--- config.mk ---
export PLATFORM = sky130hd
export DESIGN_NAME = cpu_phase_ctl
export DESIGN_NICKNAME = d
export VERILOG_FILES = /design/src/rtl/cpu_phase_ctl.sv
export SDC_FILE = /design/constraint.sdc
export NUM_CORES = 1
export LEC_CHECK = 0
export ABC_CLOCK_PERIOD_IN_PS = 2510
export CORE_UTILIZATION = 40
export DETAILED_ROUTE_END_ITERATION = 10
export GPL_TIMING_DRIVEN = 0
export PLACE_DENSITY = 0.86
export SETUP_SLACK_MARGIN = 0.5
export SYNTH_ARGS = -nofsm -noshare
export SYNTH_HDL_FRONTEND = slang
export SYNTH_SLANG_ARGS = --single-unit
--- constraint.sdc ---
create_clock -name clk -period 2.51 [get_ports clk]
set_input_delay 0.502 -clock clk [delete_from_list [all_inputs] [get_ports clk]]
set_output_delay 0.502 -clock clk [all_outputs]
set_load 0.01 [all_outputs]
--- src/rtl/cpu_phase_ctl.sv ---
// Four-phase (F/E/M/W) sequencer and run controller for the cpu2 core, with wait
// states, halt/run/single-step, a PC breakpoint, wait timeout and debug counters.
module cpu_phase_ctl #(
   parameter int WIDTH     = 32,
   parameter int WAIT_MAX  = 15,
   parameter int START_RUN = 1
) (
   input  logic             clk,
   input  logic             reset,
   input  logic             run_en,
   input  logic             step_req,
   input  logic             halt_req,
   input  logic             mem_wait,
   input  logic             bp_en,
   input  logic [WIDTH-1:0] bp_addr,
   input  logic [WIDTH-1:0] pc,
   output logic             st_f,
   output logic             st_e,
   output logic             st_m,
   output logic             st_w,
   output logic             phf,
   output logic             phe,
   output logic             phm,
   output logic             phw,
   output logic             halted,
   output logic             bp_hit,
   output logic             bus_err,
   output logic [2:0]       clk_stat,
   output logic [WIDTH-1:0] cyc_cnt,
   output logic [WIDTH-1:0] ins_cnt
);

   typedef enum logic [2:0] {
      S_HALT = 3'd0,
      S_F    = 3'd1,
      S_E    = 3'd2,
      S_M    = 3'd3,
      S_W    = 3'd4
   } state_t;

   localparam int            CW   = $clog2(WAIT_MAX + 1);
   localparam logic [CW-1:0] WMAX = CW'(WAIT_MAX);

   state_t           state_q, state_d;
   logic [CW-1:0]    wait_cnt_q, wait_cnt_d;
   logic             step_mode_q, step_mode_d;
   logic             halt_pend_q, halt_pend_d;
   logic             resume_q, resume_d;
   logic             bp_hit_q, bp_hit_d;
   logic             bus_err_q, bus_err_d;
   logic [WIDTH-1:0] cyc_cnt_q, cyc_cnt_d;
   logic [WIDTH-1:0] ins_cnt_q, ins_cnt_d;

   logic mem_wait_eff, bp_block, waiting_phase, timeout;

   always_comb begin
      st_f     = (state_q == S_F);
      st_e     = (state_q == S_E);
      st_m     = (state_q == S_M);
      st_w     = (state_q == S_W);
      halted   = (state_q == S_HALT);
      clk_stat = state_q;

      mem_wait_eff  = mem_wait & (wait_cnt_q != WMAX);
      bp_block      = bp_en & (pc == bp_addr) & ~resume_q;
      waiting_phase = (st_f & ~bp_block) | st_m;
      timeout       = waiting_phase & mem_wait & (wait_cnt_q == WMAX);

      // Strobes are suppressed while reset is held so an aborted phase enables nothing.
      phf = st_f & ~mem_wait_eff & ~bp_block & ~reset;
      phe = st_e & ~reset;
      phm = st_m & ~mem_wait_eff & ~reset;
      phw = st_w & ~reset;

      state_d     = state_q;
      step_mode_d = step_mode_q;
      resume_d    = resume_q;
      bp_hit_d    = bp_hit_q;
      bus_err_d   = bus_err_q | timeout;
      halt_pend_d = halt_pend_q | (halt_req & ~halted);
      wait_cnt_d  = (waiting_phase & mem_wait_eff) ? wait_cnt_q + CW'(1) : '0;

      case (state_q)
         S_HALT: begin
            if (step_req | run_en) begin
               state_d     = S_F;
               step_mode_d = step_req;
               resume_d    = 1'b1;
               bp_hit_d    = 1'b0;
               bus_err_d   = 1'b0;
            end
         end
         S_F: begin
            if (bp_block) begin
               state_d  = S_HALT;
               bp_hit_d = 1'b1;
            end else if (phf) begin
               state_d  = S_E;
               resume_d = 1'b0;
            end
         end
         S_E: state_d = S_M;
         S_M: if (phm) state_d = S_W;
         S_W: begin
            if (halt_pend_q | halt_req | step_mode_q | bus_err_q | ~run_en)
               state_d = S_HALT;
            else
               state_d = S_F;
         end
         default: state_d = S_HALT;
      endcase

      if (state_d == S_HALT && !halted) halt_pend_d = 1'b0;

      cyc_cnt_d = cyc_cnt_q + {{(WIDTH-1){1'b0}}, ~halted};
      ins_cnt_d = ins_cnt_q + {{(WIDTH-1){1'b0}}, phw};
   end

   always_ff @(posedge clk) begin
      if (reset) begin
         state_q     <= (START_RUN != 0) ? S_F : S_HALT;
         wait_cnt_q  <= '0;
         step_mode_q <= 1'b0;
         halt_pend_q <= 1'b0;
         resume_q    <= 1'b0;
         bp_hit_q    <= 1'b0;
         bus_err_q   <= 1'b0;
         cyc_cnt_q   <= '0;
         ins_cnt_q   <= '0;
      end else begin
         state_q     <= state_d;
         wait_cnt_q  <= wait_cnt_d;
         step_mode_q <= step_mode_d;
         halt_pend_q <= halt_pend_d;
         resume_q    <= resume_d;
         bp_hit_q    <= bp_hit_d;
         bus_err_q   <= bus_err_d;
         cyc_cnt_q   <= cyc_cnt_d;
         ins_cnt_q   <= ins_cnt_d;
      end
   end

   assign bp_hit  = bp_hit_q;
   assign bus_err = bus_err_q;
   assign cyc_cnt = cyc_cnt_q;
   assign ins_cnt = ins_cnt_q;

endmodule

Word level (Yosys, flattened, before mapping)
Index checks and enable logic that the tools add are counted.

storage, ports and cells
  bits in registers = 76
  input port bits = 71
  output and inout bits = 78
  logic and storage cells = 78

operators by class
  $add $sub $neg = 3
  equality and inequality tests = 11
  mux-type cells = 15
  bitwise operators = 30
  reductions and logical operators = 10

operators by type and width
  operator                                       count
  adder 32 x 1 -> 32 bit                         2
  == test 32 bit                                 1
  bitwise AND 1 bit                              15
  case mux 3 bit (5 select lines)                1
  2-to-1 mux 3 bit                               4
  2-to-1 mux 1 bit                               8
  bitwise OR 1 bit                               8
  inverter 1 bit                                 7
  == test 3 x 2 -> 1 bit, second input constant  2
  logical NOT 3 bit                              2
  != test 2 x 1 -> 1 bit, second input constant  3
  adder 4 x 1 -> 4 bit, second input constant    1
  == test 4 bit, second input constant           1
  != test 4 bit, second input constant           1
  case mux 1 bit (2 select lines)                2
  AND reduction 4 bit                            1
  OR reduction 2 bit                             2
  == test 3 x 1 -> 1 bit, second input constant  1
  == test 3 bit, second input constant           1
  AND reduction 3 bit                            1
  != test 2 bit, second input constant           1
  AND reduction 2 bit                            1
  nonzero test 2 bit                             1
  logical AND 1 bit                              1
  logical NOT 1 bit                              1

Logic depth before layout (Yosys ltp)
Gate-level depths: netlist of the first run.

  depth after elaboration = 12
  gate-level depth with buffers = 11
  gate-level depth less buffers = 9

Least setup slack after synthesis of the first run
Ideal clock, no wire load.

  kind = register to register
  start point = reg state_q[2], in the netlist clk_stat[2]
  end point = reg ins_cnt_q[18], in the netlist ins_cnt[18]
  library setup time = 0.128 ns
  arrival = 2.502 ns
  data required time = 2.382 ns
  setup slack = -0.120 ns
  cell stages (with the launch flop) = 11
  buffers on the path = 2
  clock period less this slack = 2.630 ns
  cell sequence = dfxtp_1 > clkbuf_1 > and3_1 > nor2b_1 > ha_1 > ha_1 > nand4_1 > buf_2 > nor4_1 > xnor2_1 > nor2_1

between the ends
  cells in the longest elaborated chain, start to end = 3

ends and longest elaborated chain
  what                    line  source
  start, declared         44    state_t state_q, state_d;
  start signal, assigned  121   state_q <= (START_RUN != 0) ? S_F : S_HALT;
  start signal, assigned  131   state_q <= state_d;
  == test 3 bit           60    st_w = (state_q == S_W);
  via st_w                20    output logic st_w,
  bitwise AND 1 bit       73    phw = st_w & ~reset;
  via phw                 24    output logic phw,
  adder 32 x 1 -> 32 bit  116   ins_cnt_d = ins_cnt_q + {{(WIDTH-1){1'b0}}, phw};
  end signal, assigned    139   ins_cnt_q <= ins_cnt_d;
  end, declared           52    logic [WIDTH-1:0] ins_cnt_q, ins_cnt_d;

The timed path passes the listed nets, and every way through them passes these cells.
A chain may end at the register's enable or synchronous reset.

Worst setup path in the final report of the first run
  start point = in bp_addr[21]
  end point = out phf

between the ends
  cells in the longest elaborated chain, start to end = 6

ends and longest elaborated chain
  what                             line  source
  start, declared                  15    input logic [WIDTH-1:0] bp_addr,
  == test 32 bit                   65    bp_block = bp_en & (pc == bp_addr) & ~resume_q;
  bitwise AND 1 bit (2 in series)  65
  inverter 1 bit                   70    phf = st_f & ~mem_wait_eff & ~bp_block & ~reset;
  bitwise AND 1 bit (2 in series)  70
  end, declared                    21    output logic phf,

Every way passes these cells.

==> results of run 1 <==
==> flip-flops by register name, summed over array words and instances, names as in the netlist <==
| register | cells |
|---|---|
| ins_cnt | 32 |
| bus_err | 1 |
| bp_hit | 1 |
| wait_cnt_q | 4 |
| cyc_cnt | 32 |
| clk_stat | 3 |
| resume_q | 1 |
| halt_pend_q | 1 |
| step_mode_q | 1 |
==> final cells by class <==
type / count / area share
buffer: 15 / 0.0230
inverter: 15 / 0.00837
timing repair buffer: 213 / 0.272
sequential: 76 / 0.219
clock inverter: 6 / 0.0125
tap: 129 / 0.0230
multi-input combinational: 344 / 0.423
clock buffer: 10 / 0.0196
==> worst max-delay path, cell delays in order <==
cell	delay [ns]
buf_6	0.09
xor2_1	0.15
nor4_2	0.40
nand2_1	0.20
nor4_4	0.32
nor2_2	0.09
buf_2	0.15
==> cells in the final DEF, fill, tap and decap left out, types with 15 or more instances in the layout <==
| cell type | count |
|---|---|
| buf_4 | 48 |
| buf_6 | 22 |
| xnor2_1 | 25 |
| dfxtp_1 | 67 |
| clkdlybuf4s50_1 | 72 |
| nand2_1 | 18 |
| clkdlybuf4s15_1 | 16 |
| dlygate4sd2_1 | 22 |
| nor2_1 | 66 |
| clkbuf_2 | 16 |
| nand4_1 | 22 |
| xor2_1 | 43 |
| nand3_1 | 15 |
==> where the power goes <==
part / switching [mW] / total, mW / internal (mW)
clock: 0.472 / 1.06 / 0.587
sequential: 0.0278 / 1.25 / 1.22
combinational: 0.226 / 0.481 / 0.255
total: 0.726 / 2.79 / 2.07
==> routing by layer <==
metal	vias up	track usage	part of all wire
li1	2009	-	-
met1	2095	0.270	0.37
met2	203	0.481	0.54
met3	48	0.0476	0.050
met4	0	0.162	0.044
met5	-	0	0
==> cells by family after synthesis <==
group	synth area share
AO/OA/AOI/OAI	0.0370
XOR/XNOR	0.199
adder cells (fa/ha/maj)	0.0158
buffers and inverters	0.0361
flip-flops	0.385
AND/OR/NAND/NOR	0.327
==> synth_stat cells, drive strengths merged <==
cell,n
dfxtp,76
nor2,72
xor2,58
xnor2,32
nor4,26
nand3,24
nand4,24
nand2,20
and3,15
inv,15
clkbuf,12
nor3,12
and4,9
a21oi,7
o21ai,7
nor2b,6
or3,6
ha,5
nand2b,5
and2,4
or4,4
buf,3
a2111o,1
a2111oi,1
a222oi,1
a22oi,1
a311oi,1
o2111a,1
o311a,1
o41ai,1
==> final timing paths <==
kind | to
min | bp_hit$_SDFFE_PP0P_
max | phf
max reg2reg | cyc_cnt[24]$_SDFF_PP0_
min reg2reg | bp_hit$_SDFFE_PP0P_
==> what timing repair did <==
action | in CTS | in global routing
gates cloned | 2 | 0
setup buffers | 39 | 24
pin swaps | 61 | 47
gates resized for setup | 231 | 88
hold buffers | 0 | 0
endpoints found under the setup margin | 59 | 63
==> key figures, run 1 <==
Outcome
  – Status: completed

Placement
  – HPWL Detailed: 9050 µm
  – Pre-CTS worst setup slack: -0.729 ns
  – DP Area: 5810 µm²
  – Cells after DPL: 727
  – Port Buffers: 148
  – GPL Wtd Cong: 0.825

STA
  – Fin worst setup slack: 0.103 ns
  – Skew final: 0.0134 ns
  – Worst slew pin tran: 0.697 ns
  – Setup tns final: 0 ns
  – Tmin final: 2.41 ns
  – Final period utilization: 0.959
  – Slew Viols, Final: 0
  – Setup violators final: 0
  – Min Hold Slack: 0.477 ns
  – Worst slew margin: 0.531
  – RSZ-0062 raised after global routing: true
  – Final Hold Vio Count: 0
  – Achievable clock frequency: 415 MHz

Power and ir drop
  – Cell Pwr Density: 397 nW/µm²
  – Max rail drop VDD: 0.000240 V
  – Total power: 2.79 mW
  – Leakage dissipation: 2.88 nW

Finish
  – Reg area: 1540 µm²
  – Layout area overhead: 77.7%
  – Antenna cell count: 0
  – Share of cells above drive strength 1: 0.342
  – Fillers: 637
  – NumNets Final: 750
  – Finished Cell Area: 7030 µm²
  – Multi-input gate area: 2970 µm²
  – Non-Filler Instances: 808
  – Final design utilization: 0.746

GRT
  – GR Util All Layers: 0.259
  – Initial antenna violation count: 0
  – Global-route wire length before repair: 20600 µm
  – Largest net degree at the start of global routing: 14
  – GRT overflow: 0
  – Vias in the first global route: 4385

Die
  – Chip height: 101 µm
  – # IOs: 149
  – DIE WIDTH: 101 µm
  – Area of the die: 10300 µm²
  – FP Rows: 35
  – Core area: 9420 µm²
  – Starting Density: 0.420

Detailed routing
  – Vias post-DR: 4355
  – Detailed-route DRC error count: 0
  – Antenna Nets Post-Route: 0
  – Via/cell ratio: 5.39
  – WL/cell: 17.3 µm
  – WL final: 14000 µm
  – DRT Pass-1 Iters: 5
  – 1st-iter DRT viols: 157

Setup path
  – CP Launch Type: primary input
  – Worst R2R Start: clk_stat[2]$_SDFF_PP0_
  – CP Data Required Time: 2.01 ns
  – CP startpoint: bp_addr[21]
  – Crit path kind: in2out
  – Crit path max fanout: 2
  – Worst path arrival time: 1.90 ns
  – R2R depth: 11
  – CP endpoint kind: output port
  – R2R Setup Slk: 0.29 ns

Yosys
  – Syn Inst Count: 450
  – #FFs+latches synth: 76
  – Library cells used by synthesis: 42
  – Synthesized area per cell: 8.79 µm²
  – Top post-synthesis cells by area: dfxtp_1 (38%), xor2_1 (13%), xnor2_1 (7.1%)
  – Register area share after synthesis: 0.385
  – Post-synth top area share: 0.385
  – Mapped Area: 3960 µm²
  – Area leader, netlist: dfxtp_1
  – Ys Warns: 0
  – Syn Nets: 526

Worst hold path
  – Hold_sp: bp_hit$_SDFFE_PP0P_
  – Hold Crit Depth: 2
  – Min-Delay Path Class: reg2reg

Clocking
  – TritonCTS buffer count: 9
  – Clk sink count: 76
  – Clk slew on worst S/H paths: 0.08 ns
  – CTS tree: built
  – Clock Latency Late Sink: 0.35 ns
  – Root Buffer: clkbuf_8
  – CTS H-tree lvls: 3
  – Bufs on Longest Clock Path: 2

Run
  – Max-cap violation count: 0
(Power assumes the default switching activity.)
==> run 2: changes to the inputs <==
- CORE_UTILIZATION: 40 -> 41
- DONT_BUFFER_PORTS: default -> 1
- PLACE_DENSITY: 0.86 -> 0.66
- SLEW_MARGIN: default -> 20
==> run 2 against run 1 <==
Setup slack gained 0.19 ns. Sequential power hardly changed. Critical path depth rose by 4. Flip-flop and latch count stayed put. Non-clock buffer count down 191. Sequential share of layout area increased by 8.8 points. Clock skew about the same. Combinational power fell by 55%. Clock-buffer cell count unchanged. Largest cell class unchanged. Register-to-register slack barely moved.
==> key figures, run 2 (synthesis gave the netlist of run 1 again) <==
Outcome
  – Status: completed (unchanged)

Finish
  – Commonest cells after routing, fill and taps aside: nor2_1 (68), dfxtp_1 (66), xor2_1 (58) (was clkdlybuf4s50_1 (72), dfxtp_1 (67), nor2_1 (66))
  – Non-Filler Instances: 617 (was 808)
  – Layout area overhead: 26.4% (was 77.7%)
  – Antenna cell count: 0 (unchanged)
  – Commonest non-fill, non-tap cell in the layout: nor2_1 (was clkdlybuf4s50_1)
  – Share of cells above drive strength 1: 0.234 (was 0.342)
  – Final design utilization: 0.539 (was 0.746)
  – NumNets Final: 559 (was 750)

GRT
  – GR Util All Layers: 0.203 (was 0.259)
  – Met3 usage: 0.0585 (was 0.0476)
  – Busiest grt layer: met2 (unchanged)
  – Met2 usage: 0.373 (was 0.481)
  – Initial antenna violation count: 0 (unchanged)
  – Global-route wire length before repair: 16100 µm (was 20600 µm)
  – Largest net degree at the start of global routing: 14 (unchanged)
  – GRT overflow: 0 (unchanged)
  – Vias in the first global route: 3429 (was 4385)
  – Met1 Use GR: 0.228 (was 0.270)

Detailed routing
  – Detailed-route DRC error count: 0 (unchanged)
  – WL/cell: 16.4 µm (was 17.3 µm)
  – Antenna Nets Post-Route: 0 (unchanged)
  – Via/cell ratio: 5.51 (was 5.39)
  – 1st-iter DRT viols: 108 (was 157)
  – WL final: 10100 µm (was 14000 µm)
  – Vias post-DR: 3398 (was 4355)
  – DRT Pass-1 Iters: 4 (was 5)

STA
  – RSZ-0062 raised after global routing: true (unchanged)
  – Setup violators final: 0 (unchanged)
  – Worst slew pin tran: 0.542 ns (was 0.697 ns)
  – Min Hold Slack: 0.320 ns (was 0.477 ns)
  – Final Hold Vio Count: 0 (unchanged)
  – Setup tns final: 0 ns (unchanged)
  – Tmin final: 2.21 ns (was 2.41 ns)
  – Skew final: 0.0130 ns (was 0.0134 ns)
  – Worst slew margin: 0.639 (was 0.531)
  – Slew Viols, Final: 0 (unchanged)
  – Achievable clock frequency: 452 MHz (was 415 MHz)
  – Final period utilization: 0.881 (was 0.959)

Power and ir drop
  – Cell Pwr Density: 498 nW/µm² (was 397 nW/µm²)
  – Leakage dissipation: 1.95 nW (was 2.88 nW)
  – Max rail drop VDD: 0.000252 V (was 0.000240 V)

Placement
  – HPWL Detailed: 7500 µm (was 9050 µm)
  – Port Buffers: 0 (was 148)
  – GPL Wtd Cong: 0.859 (was 0.825)
  – Cells after DPL: 579 (was 727)

Die
  – # IOs: 149 (unchanged)
  – Area of the die: 10000 µm² (was 10300 µm²)
  – DIE WIDTH: 100 µm (was 101 µm)
  – Chip height: 100 µm (was 101 µm)
  – FP Rows: 35 (unchanged)
  – Core area: 9280 µm² (was 9420 µm²)
  – Starting Density: 0.426 (was 0.420)

Setup path
  – Crit path kind: reg2reg (was in2out)
  – Critical path buffers and inverters: 3 (was 2)
  – Crit path max fanout: 5 (was 2)
  – CP peak stage delay: 0.36 ns (was 0.40 ns)
  – CP Launch Type: flip-flop (was primary input)
  – CP endpoint kind: flip-flop (was output port)
  – CP Data Required Time: 2.72 ns (was 2.01 ns)
  – Worst path arrival time: 2.43 ns (was 1.90 ns)
  – CP delay by family, top: simple AND/OR/NAND/NOR gates (unchanged)
  – Crit-path slowest cell: or3_4 (was nor4_2)
  – Cell chain of the critical path: buf_8 -> or3_4 -> buf_8 -> ha_4 -> ha_4 -> and3_4 -> and2_4 -> clkbuf_16 -> nand4_1 -> xor2_1 -> nor2_1 (was buf_6 -> xor2_1 -> nor4_2 -> nand2_1 -> nor4_4 -> nor2_2 -> buf_2)

Clocking
  – Clock Latency Late Sink: 0.34 ns (was 0.35 ns)
  – Clk sink count: 76 (unchanged)
  – CTS H-tree lvls: 3 (unchanged)
  – TritonCTS buffer count: 9 (unchanged)
  – CTS tree: built (unchanged)
  – Clk slew on worst S/H paths: 0.08 ns (about the same)
  – Bufs on Longest Clock Path: 2 (unchanged)
  – Root Buffer: clkbuf_8 (unchanged)

Run
  – Max-cap violation count: 0 (unchanged)

Worst hold path
  – Min-Delay Path Class: in2reg (was reg2reg)
## run 2: power breakdown
part	internal, mW	leakage [nW]	switching (mW)	total [mW]
clock network	0.560	0.102	0.456	1.02
logic	0.0957	1.23	0.121	0.216
registers	1.22	0.618	0.0317	1.26
total	1.88	1.95	0.609	2.49
## run 2: repair_timing
item                       CTS  global route
pin swaps                   16             1
gates resized for setup     52            11
setup endpoints to repair   46            52
setup buffers               19             1
hold buffers                 0             0
cloned                       2             0
## run 2: cell type report
class / count / area (µm²)
inverters: 15 / 56.3
fillers: 863 / 4280
multi-input cells: 344 / 2670
repair buffers: 22 / 201
clock inverters: 6 / 88.8
well taps: 129 / 161
plain buffers: 15 / 161
flip-flops and latches: 76 / 1530
clock buffers: 10 / 128
## run 2: worst paths after layout
path | startpoint | end | slack, ns | cells past startpoint
worst max register to register | clk_stat[2]$_SDFF_PP0_ | cyc_cnt[30]$_SDFF_PP0_ | 0.30 | 11
worst min register to register | step_mode_q$_SDFFE_PP0P_ | step_mode_q$_SDFFE_PP0P_ | 0.51 | 2
worst min-delay path | reset | wait_cnt_q[2]$_SDFF_PP0_ | 0.32 | 2
worst max-delay path | clk_stat[2]$_SDFF_PP0_ | cyc_cnt[30]$_SDFF_PP0_ | 0.30 | 11
## run 2: stage by stage
step	worst slack, ns	power [mW]	instance area [µm²]
global route	0.210	2.61	5000
finish	0.298	2.49	5000
floorplan	0.385	1.42	4170
detailed placement	0.0102	1.47	4330
CTS	0.248	2.52	4960
global placement	0.0865	1.47	4330
## run 2: per-layer routing
metal  share of wire  up-vias
met2            0.52      118
li1                -     1633
met4          0.0067        0
met3           0.058        7
met5               0        -
met1            0.41     1640
## run 2: worst register-to-register path, delay by kind of cell, from the launching register on
family        cells  cell delay [ns]
simple gates      5             0.85
buf+inv           3             0.40
flops             1             0.35
fa+ha+maj         2             0.32
xor+xnor          1             0.16
==> RTL change 1, RTL diff (settings of run 2) <==
Set the parameter `WAIT_MAX` to 16 (it was 15).
--- a/src/rtl/cpu_phase_ctl.sv
+++ b/src/rtl/cpu_phase_ctl.sv
@@ -3,5 +3,5 @@
 module cpu_phase_ctl #(
    parameter int WIDTH     = 32,
-   parameter int WAIT_MAX  = 15,
+   parameter int WAIT_MAX  = 16,
    parameter int START_RUN = 1
 ) (
Function: same outputs for any inputs over 10 cycles, from zero or initial values and one cycle with reset high; that may be too few to reach the edited logic, so the function may still have changed.
==> RTL change 1 against run 2 <==
  * Maximum frequency rose by 0.21%
  * Via count grew 2.5%
  * Synthesized cell count is 2.2% higher
  * Setup slack better by 0.0047 ns
  * Power grew 5.0%
  * Area after synthesis is 0.13% lower
  * Cell area up 6.2%
  * Count of clock-buffer cells in the layout down 1
  * Critical path type unchanged
  * Sequential cell count rose by 1
  * Wire length up 0.64%
  * Largest power group unchanged
==> RTL change 1: results (changes against run 2) <==
[run_status]
status=complete, no violations  ; unchanged

[setup_path]
critPathMaxFanout=5  ; unchanged
critPathCapture=cyc_cnt[22]$_SDFF_PP0_  ; was cyc_cnt[30]$_SDFF_PP0_
worstPathArrival_ns=2.47  ; was 2.43 ns
r2r_cells=10  ; was 11
r2r_start=clk_stat[1]$_SDFF_PP0_  ; was clk_stat[2]$_SDFF_PP0_
crit_path_start_kind=flop  ; unchanged

[route]
totalWireLength_um=10200  ; was 10100 um
first_pass_iters=4  ; unchanged
avgViaCountPerCell=5.50  ; was 5.51
drt-initial-drc-count=91  ; was 108

[global_routing]
grt_max_degree=13  ; was 14
grt_pass1_vias=3354  ; was 3429
grt_pass1_wl_um=15800  ; was 16100 um
grtUsageTotal_pct=20.1  ; was 20.3%

[timing]
finClkSkew_ns=0.0111  ; was 0.0130 ns
fmax_ghz=0.453  ; was 0.452 GHz
relSlewSlack_pct=50.9  ; was 63.9%
slew_violations=0  ; unchanged

[clocking]
worstSkewPairLatency_ns=0.34  ; about the same
clock_path_buffers=2  ; unchanged
cts_buffers=9  ; unchanged

[placement]
dp_slack_ns=-0.0417  ; was 0.0102 ns
dp_hpwl_um=7200  ; was 7500 um
gp_congestion=0.808  ; was 0.859
placed_area_um2=4530  ; was 4330 um^2

[synth]
synthTopCellsByCount=77 x dfxtp_1, 68 x nor2_1, 49 x xor2_1  ; was 76 x dfxtp_1, 72 x nor2_1, 58 x xor2_1
synth-seq-area-share_pct=39.0  ; was 38.5%
syn_nets=537  ; was 526
synth.top_cells.by_area=dfxtp_1 39%, xor2_1 11%, xnor2_1 8.9%  ; was dfxtp_1 38%, xor2_1 13%, xnor2_1 7.1%
synth_async_sr_flop_share_pct=0  ; unchanged
ys_types=43  ; was 42

[final_layout]
n_fill_cell=828  ; was 863
drive_gt1_share_pct=29.5  ; was 23.4%
nets=579  ; was 559

[power_and_ir_drop]
leakage_nw=2.03  ; was 1.95 nW
pwr_density_cell_nw_per_um2=492  ; was 498 nW/um^2
ir_worst_vdd_mv=0.236  ; was 0.252 mV

## RTL change 1: cell types whose count changed after synthesis, sizes merged, moves of 4 or more
cell,run 2,this run
xor2,58,49
xnor2,32,40
nor3,12,26
nand4,24,13
clkbuf,12,8
nand2,20,24
and3,15,5
## RTL change 1: worst min-delay path by stage
stage,depth (start not counted),to,start
3_3_place_gp,1,wait_cnt_q[0]$_SDFF_PP0_,wait_cnt_q[0]$_SDFF_PP0_
4_1_cts,2,step_mode_q$_SDFFE_PP0P_,step_req
5_1_grt,2,step_mode_q$_SDFFE_PP0P_,step_req
3_5_place_dp,1,wait_cnt_q[0]$_SDFF_PP0_,wait_cnt_q[0]$_SDFF_PP0_
2_1_floorplan,1,wait_cnt_q[0]$_SDFF_PP0_,wait_cnt_q[0]$_SDFF_PP0_
6_report,2,step_mode_q$_SDFFE_PP0P_,step_req
## RTL change 1: critical path, cell delays in order, from the launching register on
cell     delay [ns]
dfxtp_4        0.38
buf_8          0.13
inv_8          0.03
nand2_4        0.07
ha_4           0.15
ha_4           0.14
inv_2          0.03
or4_4          0.58
buf_12         0.17
or3_1          0.32
a21oi_1        0.12
## RTL change 1: routing by layer
metal	vias up	global-route usage [%]	wire, um
met5	-	0	0
met1	1672	22.7	3980
li1	1674	-	-
met4	0	8.25	198
met3	18	5.99	764
met2	120	35.1	5210
## RTL change 1: area by class of cell
cell class | instances | area share, %
clock buffer | 9 | 2.33
buffer | 15 | 2.80
multi-input combinational | 352 | 54.0
sequential | 77 | 29.3
timing repair buffer | 31 | 5.77
tap | 129 | 3.04
inverter | 16 | 1.27
clock inverter | 5 | 1.46
## RTL change 1: cell families (layout without fill, tap and decap cells)
| group | count (synthesis) | in the layout | synth area share (%) |
|---|---|---|---|
| flip-flops | 77 | 77 | 39.0 |
| AND/OR/NAND/NOR | 231 | 231 | 31.5 |
| adder cells (fa/ha/maj) | 6 | 6 | 1.90 |
| XOR/XNOR | 89 | 89 | 19.7 |
| buffers and inverters | 31 | 76 | 3.90 |
| AO/OA/AOI/OAI | 26 | 26 | 3.99 |
## RTL change 1: where the power goes
group / internal [mW] / total [mW] / leakage (nW) / switching (mW)
combinational: 0.155 / 0.337 / 1.31 / 0.183
sequential: 1.25 / 1.29 / 0.625 / 0.0379
clock: 0.546 / 0.990 / 0.101 / 0.445
total: 1.95 / 2.61 / 2.03 / 0.665
## RTL change 1: metrics by stage
stage	power, mW	cells	hold WS (ns)	TNS (ns)
floorplan	1.52	460	0.456	0
finish	2.61	634	0.335	0
global placement	1.56	589	0.476	-0.0553
CTS	2.60	622	0.318	0
detailed placement	1.57	589	0.484	-0.0855
global route	2.72	634	0.359	0
## RTL change 1: what timing repair did
action	CTS	global route
resized for setup	24	52
pin swaps	23	22
endpoints found under the setup margin	46	55
gates cloned	2	0
buffers inserted	17	12
==> RTL change 2, RTL diff (settings of run 2) <==
Made on the original files. Reset style: asynchronous (`reset`), changed in one clocked block.
--- a/src/rtl/cpu_phase_ctl.sv
+++ b/src/rtl/cpu_phase_ctl.sv
@@ -117,5 +117,5 @@
    end
 
-   always_ff @(posedge clk) begin
+   always_ff @(posedge clk or posedge reset) begin
       if (reset) begin
          state_q     <= (START_RUN != 0) ? S_F : S_HALT;
Check against the original RTL: differs if reset is asserted again (counterexample within 4 cycles, from zero or initial values and one cycle with reset high); with reset held inactive, the same outputs for 10 cycles.
==> RTL change 2 against run 2 <==
  * The run now ends with design-rule violations left
  * Sequential cell count is the same
  * Area after synthesis shrank 4.5%
  * Maximum frequency is 2.9% lower
  * First-iteration DRC count down 15%
  * Setup slack worse by 0.065 ns
  * Cell area fell by 6.2%
  * Largest cell class unchanged
  * Wire length decreased by 12%
Power is not compared: it rests on default switching activity, and its combinational part moved more than twofold at a synthesized area within 25%.
==> RTL change 2: results (changes against run 2) <==
[run_status]
status=finished with violations  ; was complete, no violations
failed_checks=design-rule violations

[final_layout]
multiInputGateArea_um2=2100  ; was 2670 um^2
drive_gt1_share_pct=24.8  ; was 23.4%
area_delta_synth_final_pct=24.1  ; was 26.4%
clkCellAreaFrac_pct=5.10  ; was 4.33%
inv_count=12  ; was 15
seq_share_pct=40.7  ; was 30.7%
nets=458  ; was 559
multi_input_gates=258  ; was 344
fin_util_pct=53.3  ; was 53.9%
n_fill_cell=775  ; was 863
buffer_area_share_pct=5.42  ; was 7.26%
final_cells=495  ; was 617
nNonClkBuffers=25  ; was 37

[clocking]
post_cts_resized=33  ; was 52
post-cts-setup-buffers=8  ; was 19

[timing]
relSlewSlack_pct=56.8  ; was 63.9%
finClkSkew_ns=0.0126  ; was 0.0130 ns
hold_slack_ns=0.0545  ; was 0.320 ns

[setup_path]
cp_slowest_stage_delay_ns=0.54  ; was 0.36 ns
r2r_start=clk_stat[2]$_DFF_PP0_  ; was clk_stat[2]$_SDFF_PP0_
r2r_cells=10  ; was 11
crit_slowest_cell=dfrtp_2  ; was or3_4
critPathCapture=ins_cnt[16]$_DFF_PP0_  ; was cyc_cnt[30]$_SDFF_PP0_
worstPathArrival_ns=2.51  ; was 2.43 ns
critPathMaxFanout=8  ; was 5

[synth]
synth_ff_type=dfrtp_1  ; was dfxtp_1
synth_cells=350  ; was 450
syn_area_um2=3780  ; was 3960 um^2
synth.top_cells.by_area=dfrtp_1 50%, xor2_1 12%, xnor2_1 10%  ; was dfxtp_1 38%, xor2_1 13%, xnor2_1 7.1%
synthTopCellsByCount=75 x dfrtp_1, 50 x xor2_1, 44 x xnor2_1  ; was 76 x dfxtp_1, 72 x nor2_1, 58 x xor2_1
yosys_warnings=0  ; unchanged
ys_types=35  ; was 42
synth-seq-area-share_pct=50.4  ; was 38.5%
syn_nets=426  ; was 526
synth_async_sr_flop_share_pct=100  ; was 0%

[power_and_ir_drop]
switchingPower_mw=1.03
pwr_density_cell_nw_per_um2=725

[placement]
placed_area_um2=4000  ; was 4330 um^2
dp_slack_ns=-0.593  ; was 0.0102 ns
dp_hpwl_um=6250  ; was 7500 um
gp_congestion=0.818  ; was 0.859
io_buffers=0  ; unchanged

[route]
first_pass_iters=7  ; was 4
drt-initial-drc-count=92  ; was 108
drc=9  ; was 0
avgRoutedWirePerCell_um=18.0  ; was 16.4 um
via_count=2765  ; was 3398

[hold_path]
hold_class=primary input to async pin  ; was primary input to flop

[global_routing]
grt_max_degree=29  ; was 14
grt_pass1_wl_um=14200  ; was 16100 um
grtUsageTotal_pct=18.9  ; was 20.3%

## RTL change 2: changes by cell type in the layout (fill, tap and decap cells not counted), moves of 6 or more
cell	change
inv_1	-6
dfrtp_1	+73
nor4_4	-9
xor2_1	-8
nand4_1	-8
dfxtp_2	-10
xnor2_1	+13
nor2_1	-56
nor4_1	-8
dfxtp_1	-66
nand2_2	+6
## RTL change 2: per-layer routing
| metal | global-route usage (%) | share of wire [%] | wire [um] | up-vias |
|---|---|---|---|---|
| li1 | - | - | - | 1265 |
| met1 | 21.0 | 37 | 3310 | 1367 |
| met2 | 33.5 | 54 | 4770 | 121 |
| met3 | 5.51 | 7.4 | 655 | 12 |
| met4 | 8.28 | 1.7 | 151 | 0 |
| met5 | 0 | 0 | 0 | - |
## RTL change 2: logic make-up after synthesis
group,after synthesis,synth area share [%]
and+or+nand+nor,148,22.4
xor gates and xnor gates,94,21.8
buffers and inverters,16,1.72
AOI/OAI and AO/OA,11,2.09
DFF,76,50.4
adders and majority gates,5,1.66
